===== config.mk =====
export PLATFORM = sky130hd
export DESIGN_NAME = mem_access_ctrl
export DESIGN_NICKNAME = d
export VERILOG_FILES = /design/src/rtl/mem_access_ctrl.sv
export SDC_FILE = /design/constraint.sdc
export NUM_CORES = 1
export LEC_CHECK = 0
export CORE_ASPECT_RATIO = 2
export CORE_UTILIZATION = 42
export DETAILED_ROUTE_END_ITERATION = 8
export PLACE_DENSITY = 0.82
export SETUP_SLACK_MARGIN = 0.3
export SYNTH_ARGS = -nofsm -noshare
export SYNTH_HDL_FRONTEND = slang
export SYNTH_SLANG_ARGS = --single-unit
export TNS_END_PERCENT = 100

===== constraint.sdc =====
create_clock -name clk -period 3.3 [get_ports clk]
set_input_delay 0.66 -clock clk [delete_from_list [all_inputs] [get_ports clk]]
set_output_delay 0.66 -clock clk [all_outputs]
set_load 0.05 [all_outputs]

===== src/rtl/mem_access_ctrl.sv =====
// Single-outstanding access sequencer for the level-sensitive cell array; 3 cycles accept->rsp_valid.
// Backpressure: req_ready low while a request is in flight; the response holds indefinitely until rsp_ready.
module mem_access_ctrl #(
    parameter int ADDR_W    = 3,
    parameter int DATA_W    = 8,
    parameter int NUM_CELLS = 8
) (
    input  logic                          clk,
    input  logic                          rst,
    input  logic                          req_valid,
    output logic                          req_ready,
    input  logic                          req_rw,
    input  logic [ADDR_W-1:0]             req_addr,
    input  logic [DATA_W-1:0]             req_wdata,
    output logic                          rsp_valid,
    input  logic                          rsp_ready,
    output logic                          rsp_write,
    output logic [DATA_W-1:0]             rsp_rdata,
    output logic [NUM_CELLS-1:0]          cell_sel,
    output logic                          cell_rw,
    output logic [DATA_W-1:0]             cell_wdata,
    input  logic [NUM_CELLS*DATA_W-1:0]   cell_rdata
);

    typedef enum logic [2:0] {IDLE, SETUP, STROBE, HOLD, RESP} state_t;

    state_t                state, state_nxt;
    logic                  lat_rw, lat_rw_nxt;
    logic [ADDR_W-1:0]     lat_addr, lat_addr_nxt;
    logic                  req_ready_nxt, rsp_valid_nxt, rsp_write_nxt, cell_rw_nxt;
    logic [DATA_W-1:0]     rsp_rdata_nxt, cell_wdata_nxt, rd_slice;
    logic [NUM_CELLS-1:0]  cell_sel_nxt, sel_onehot;

    assign sel_onehot = NUM_CELLS'(1) << lat_addr;

    // Only the addressed cell's word is muxed towards the response register.
    always_comb begin
        rd_slice = '0;
        for (int i = 0; i < NUM_CELLS; i++) begin
            if (lat_addr == ADDR_W'(i)) rd_slice = cell_rdata[i*DATA_W +: DATA_W];
        end
    end

    always_comb begin
        state_nxt      = state;
        lat_rw_nxt     = lat_rw;
        lat_addr_nxt   = lat_addr;
        req_ready_nxt  = 1'b0;
        rsp_valid_nxt  = 1'b0;
        rsp_write_nxt  = rsp_write;
        rsp_rdata_nxt  = rsp_rdata;
        cell_sel_nxt   = '0;
        cell_rw_nxt    = cell_rw;
        cell_wdata_nxt = cell_wdata;
        case (state)
            IDLE: begin
                cell_rw_nxt = 1'b0;
                if (req_valid && req_ready) begin
                    lat_rw_nxt   = req_rw;
                    lat_addr_nxt = req_addr;
                    cell_rw_nxt  = req_rw;
                    if (req_rw) cell_wdata_nxt = req_wdata;
                    state_nxt    = SETUP;
                end else begin
                    req_ready_nxt = 1'b1;
                end
            end
            SETUP: begin
                cell_sel_nxt = sel_onehot;
                state_nxt    = STROBE;
            end
            STROBE: begin
                // Writes close the select one cycle before rw drops; reads keep it for capture.
                if (!lat_rw) cell_sel_nxt = sel_onehot;
                state_nxt = HOLD;
            end
            HOLD: begin
                rsp_valid_nxt = 1'b1;
                rsp_write_nxt = lat_rw;
                rsp_rdata_nxt = lat_rw ? '0 : rd_slice;
                cell_rw_nxt   = 1'b0;
                state_nxt     = RESP;
            end
            RESP: begin
                if (rsp_ready) begin
                    req_ready_nxt = 1'b1;
                    state_nxt     = IDLE;
                end else begin
                    rsp_valid_nxt = 1'b1;
                end
            end
            default: state_nxt = IDLE;
        endcase
    end

    always_ff @(posedge clk or posedge rst) begin
        if (rst) begin
            state      <= IDLE;
            lat_rw     <= 1'b0;
            lat_addr   <= '0;
            req_ready  <= 1'b0;
            rsp_valid  <= 1'b0;
            rsp_write  <= 1'b0;
            rsp_rdata  <= '0;
            cell_sel   <= '0;
            cell_rw    <= 1'b0;
            cell_wdata <= '0;
        end else begin
            state      <= state_nxt;
            lat_rw     <= lat_rw_nxt;
            lat_addr   <= lat_addr_nxt;
            req_ready  <= req_ready_nxt;
            rsp_valid  <= rsp_valid_nxt;
            rsp_write  <= rsp_write_nxt;
            rsp_rdata  <= rsp_rdata_nxt;
            cell_sel   <= cell_sel_nxt;
            cell_rw    <= cell_rw_nxt;
            cell_wdata <= cell_wdata_nxt;
        end
    end

endmodule

==> flow_summary.toml <==
[yosys]
syn_nets = 268
synth_commonest_cells = "dfrtp_1, nor2_1, mux2_2, nand2_1"
syn_area_per_cell_um2 = 10.5
synth_edf_count = 0
async_reset_ff_frac = 1.00
syn_area_um2 = 1970
ys.warnings.count = 0
ys_seq_elements = 35
synth_top_cell_by_area = "dfrtp_1"
synth_top_cells_by_area = "dfrtp_1, mux2_2, mux2_4, mux2i_1, o221ai_1"
synth_cell_type_count = 33
synth.most_common_cell = "dfrtp_1"
synthCells = 188
synth_top_cell_area_share = 0.444
ys_seq_area_frac = 0.444
ys.flop_type = "dfrtp_1"

[setup_path]
crit_buf_inv = 0
crit_path_end_kind = "flip-flop"
crit_type = "flip-flop to flip-flop"
slowest_delay_ns = 0.74
worstPathRequired_ns = 3.50
arrival_ns = 2.50
cp_max_fo = 13
cp_cell_sequence = "nand3b_1 -> nor2_1 -> o221ai_1 -> o211ai_1"
startpoint_type = "flip-flop"
critical-path-top-delay-family = "simple AND/OR/NAND/NOR gates"
crit_slowest_cell = "nor2_1"

[clocking]
cts-root-buf = "clkbuf_8"
numCtsBuffers = 5
clk_latency_ns = 0.29
cts_tree = "done"
cts.sinks = 35
cts_resized = 0
clock_path_buffers = 2
cts_hold_buf = 0
path_clk_slew_ns = 0.07
htree_levels = 2
post_cts_buffers = 0

[floorplanning]
die_w_um = 50.5
dieArea_um2 = 4990
initial_core_util = 0.433
io_pins = 108
core_um2 = 4550
rows = 35
fp.dieH_um = 98.9

[global_route]
grt_pass1_wl_um = 8730
track_usage = 0.234
grt_pass1_vias = 1875
overflow = 0
grt_max_degree = 36
antenna_found_initial = 0

[layout]
diodes = 0
finalNonFillerCells = 347
finalNetCount = 371
drive_gt1_frac = 0.123
area_growth_syn_to_layout_pct = 60.9

[detailed_routing]
wl_met1_um = 1830
top_layer_used = "met4"
wl_met2_um = 3290
vias_per_cell = 5.40
vias = 1875
wl_per_cell_um = 15.8
drt-total-wl_um = 5500
drc = 0
drtPass1Iterations = 4
ant_nets = 0
drt_iter0_drc = 36
met3WireLength_um = 277

[placement]
place_ws_ns = 0.986
place_inst = 339
port_buffers = 107
dp_hpwl_um = 4270
gp_congestion = 0.858

[timing]
setup_viol = 0
finalSetupTns_ns = 0
slew_viol_final = 0
period_needed_ns = 2.30
max_clock_freq_mhz = 434
fin_skew_ns = 0.00584
worst_pin_slew_ns = 0.871
period_share = 0.698
fin_ws_ns = 0.998
final_hold_viol_count = 0
rsz0062_at_grt = "false"
relSlewSlack = 0.419

[flow_run]
max-cap-violations = 0

[power]
p_per_area_nw_per_um2 = 871
power_leakage_nw = 1.33
irDropWorstVdd_uv = 524

[status]
status = "complete, no violations"

[worst_hold_path]
hold_path.class = "flip-flop to flip-flop"
==> cells by family after synthesis <==
| family | Yosys count | synth area share |
|---|---|---|
| simple gates | 60 | 0.168 |
| compound gates | 43 | 0.146 |
| buf+inv | 18 | 0.0444 |
| mux | 32 | 0.198 |
| flops | 35 | 0.444 |
==> worst register-to-register path: stages, from the launching register on <==
cell	delay [ns]
dfrtp_1	0.49
nand3b_1	0.51
nor2_1	0.74
o221ai_1	0.26
o211ai_1	0.23
==> flip-flops by register name (all words and copies together) (netlist names), 3 cells and up <==
name and count:
cell_wdata 8, state 3, rsp_rdata 8, lat_addr 3, cell_sel 8
==> cells in the final DEF, fill, tap and decap left out, types with 2 or more instances in the layout <==
cell type and instances:
a21o_1 2, a211oi_1 2, o21a_1 5, o22ai_1 6
nand2_1 14, nor2_1 16, mux2i_1 9, dfrtp_1 35
buf_4 3, nand2b_1 9, mux2_2 14, inv_1 4
nand3b_1 3, nand4b_1 5, clkdlybuf4s50_1 107, a21oi_1 6
clkbuf_8 5, o221ai_1 7, mux2_4 8, o211ai_1 5
nor3_1 4, o21ai_0 9, nand3_1 3
==> report_power, final <==
part / leakage, nW / total [W] / switching, W / internal (W)
clock: 0.0581 / 0.000380 / 0.000155 / 0.000225
sequential: 0.450 / 0.000851 / 0.000256 / 0.000595
combinational: 0.818 / 0.00153 / 0.000860 / 0.000674
total: 1.33 / 0.00276 / 0.00127 / 0.00149
==> per-layer routing <==
layer,vias to the layer above,track usage
li1,889,-
met1,903,0.232
met2,75,0.452
met3,8,0.0494
met4,0,0.0812
met5,-,0
==> layout make-up <==
cell class / instances / area [um2]
inverters: 4 / 15.0
clock inverters: 3 / 43.8
well taps: 55 / 68.8
clock buffers: 5 / 68.8
multi-input cells: 135 / 1010
flip-flops and latches: 35 / 876
fillers: 374 / 1380
repair buffers: 110 / 1090
==> path summary, 6_finish.rpt <==
check,startpoint,endpoint,slack (ns),cells after the start
setup / recovery,state[2],rsp_rdata[3],1.0,4
setup reg to reg,state[2],rsp_rdata[3],1.0,4
min in group asynchronous,rst,cell_wdata[0],0.77,3
hold / removal,rsp_rdata[5],rsp_rdata[5],0.49,2
max in group asynchronous,rst,rsp_write,2.22,3
hold reg to reg,rsp_rdata[5],rsp_rdata[5],0.49,2
==> per-stage QoR <==
| stage | total power, W | hold slack, ns | cell area (um2) | util |
|---|---|---|---|---|
| floorplan | 0.00189 | 0.474 | 1970 | - |
| global placement | 0.00236 | 0.466 | 3060 | 0.673 |
| detailed placement | 0.00239 | 0.484 | 3060 | 0.673 |
| CTS | 0.00278 | 0.501 | 3180 | 0.697 |
| global route | 0.00292 | 0.533 | 3180 | 0.697 |
| finish | 0.00276 | 0.495 | 3180 | 0.697 |
No activity file was read; power rests on OpenSTA's default activity.
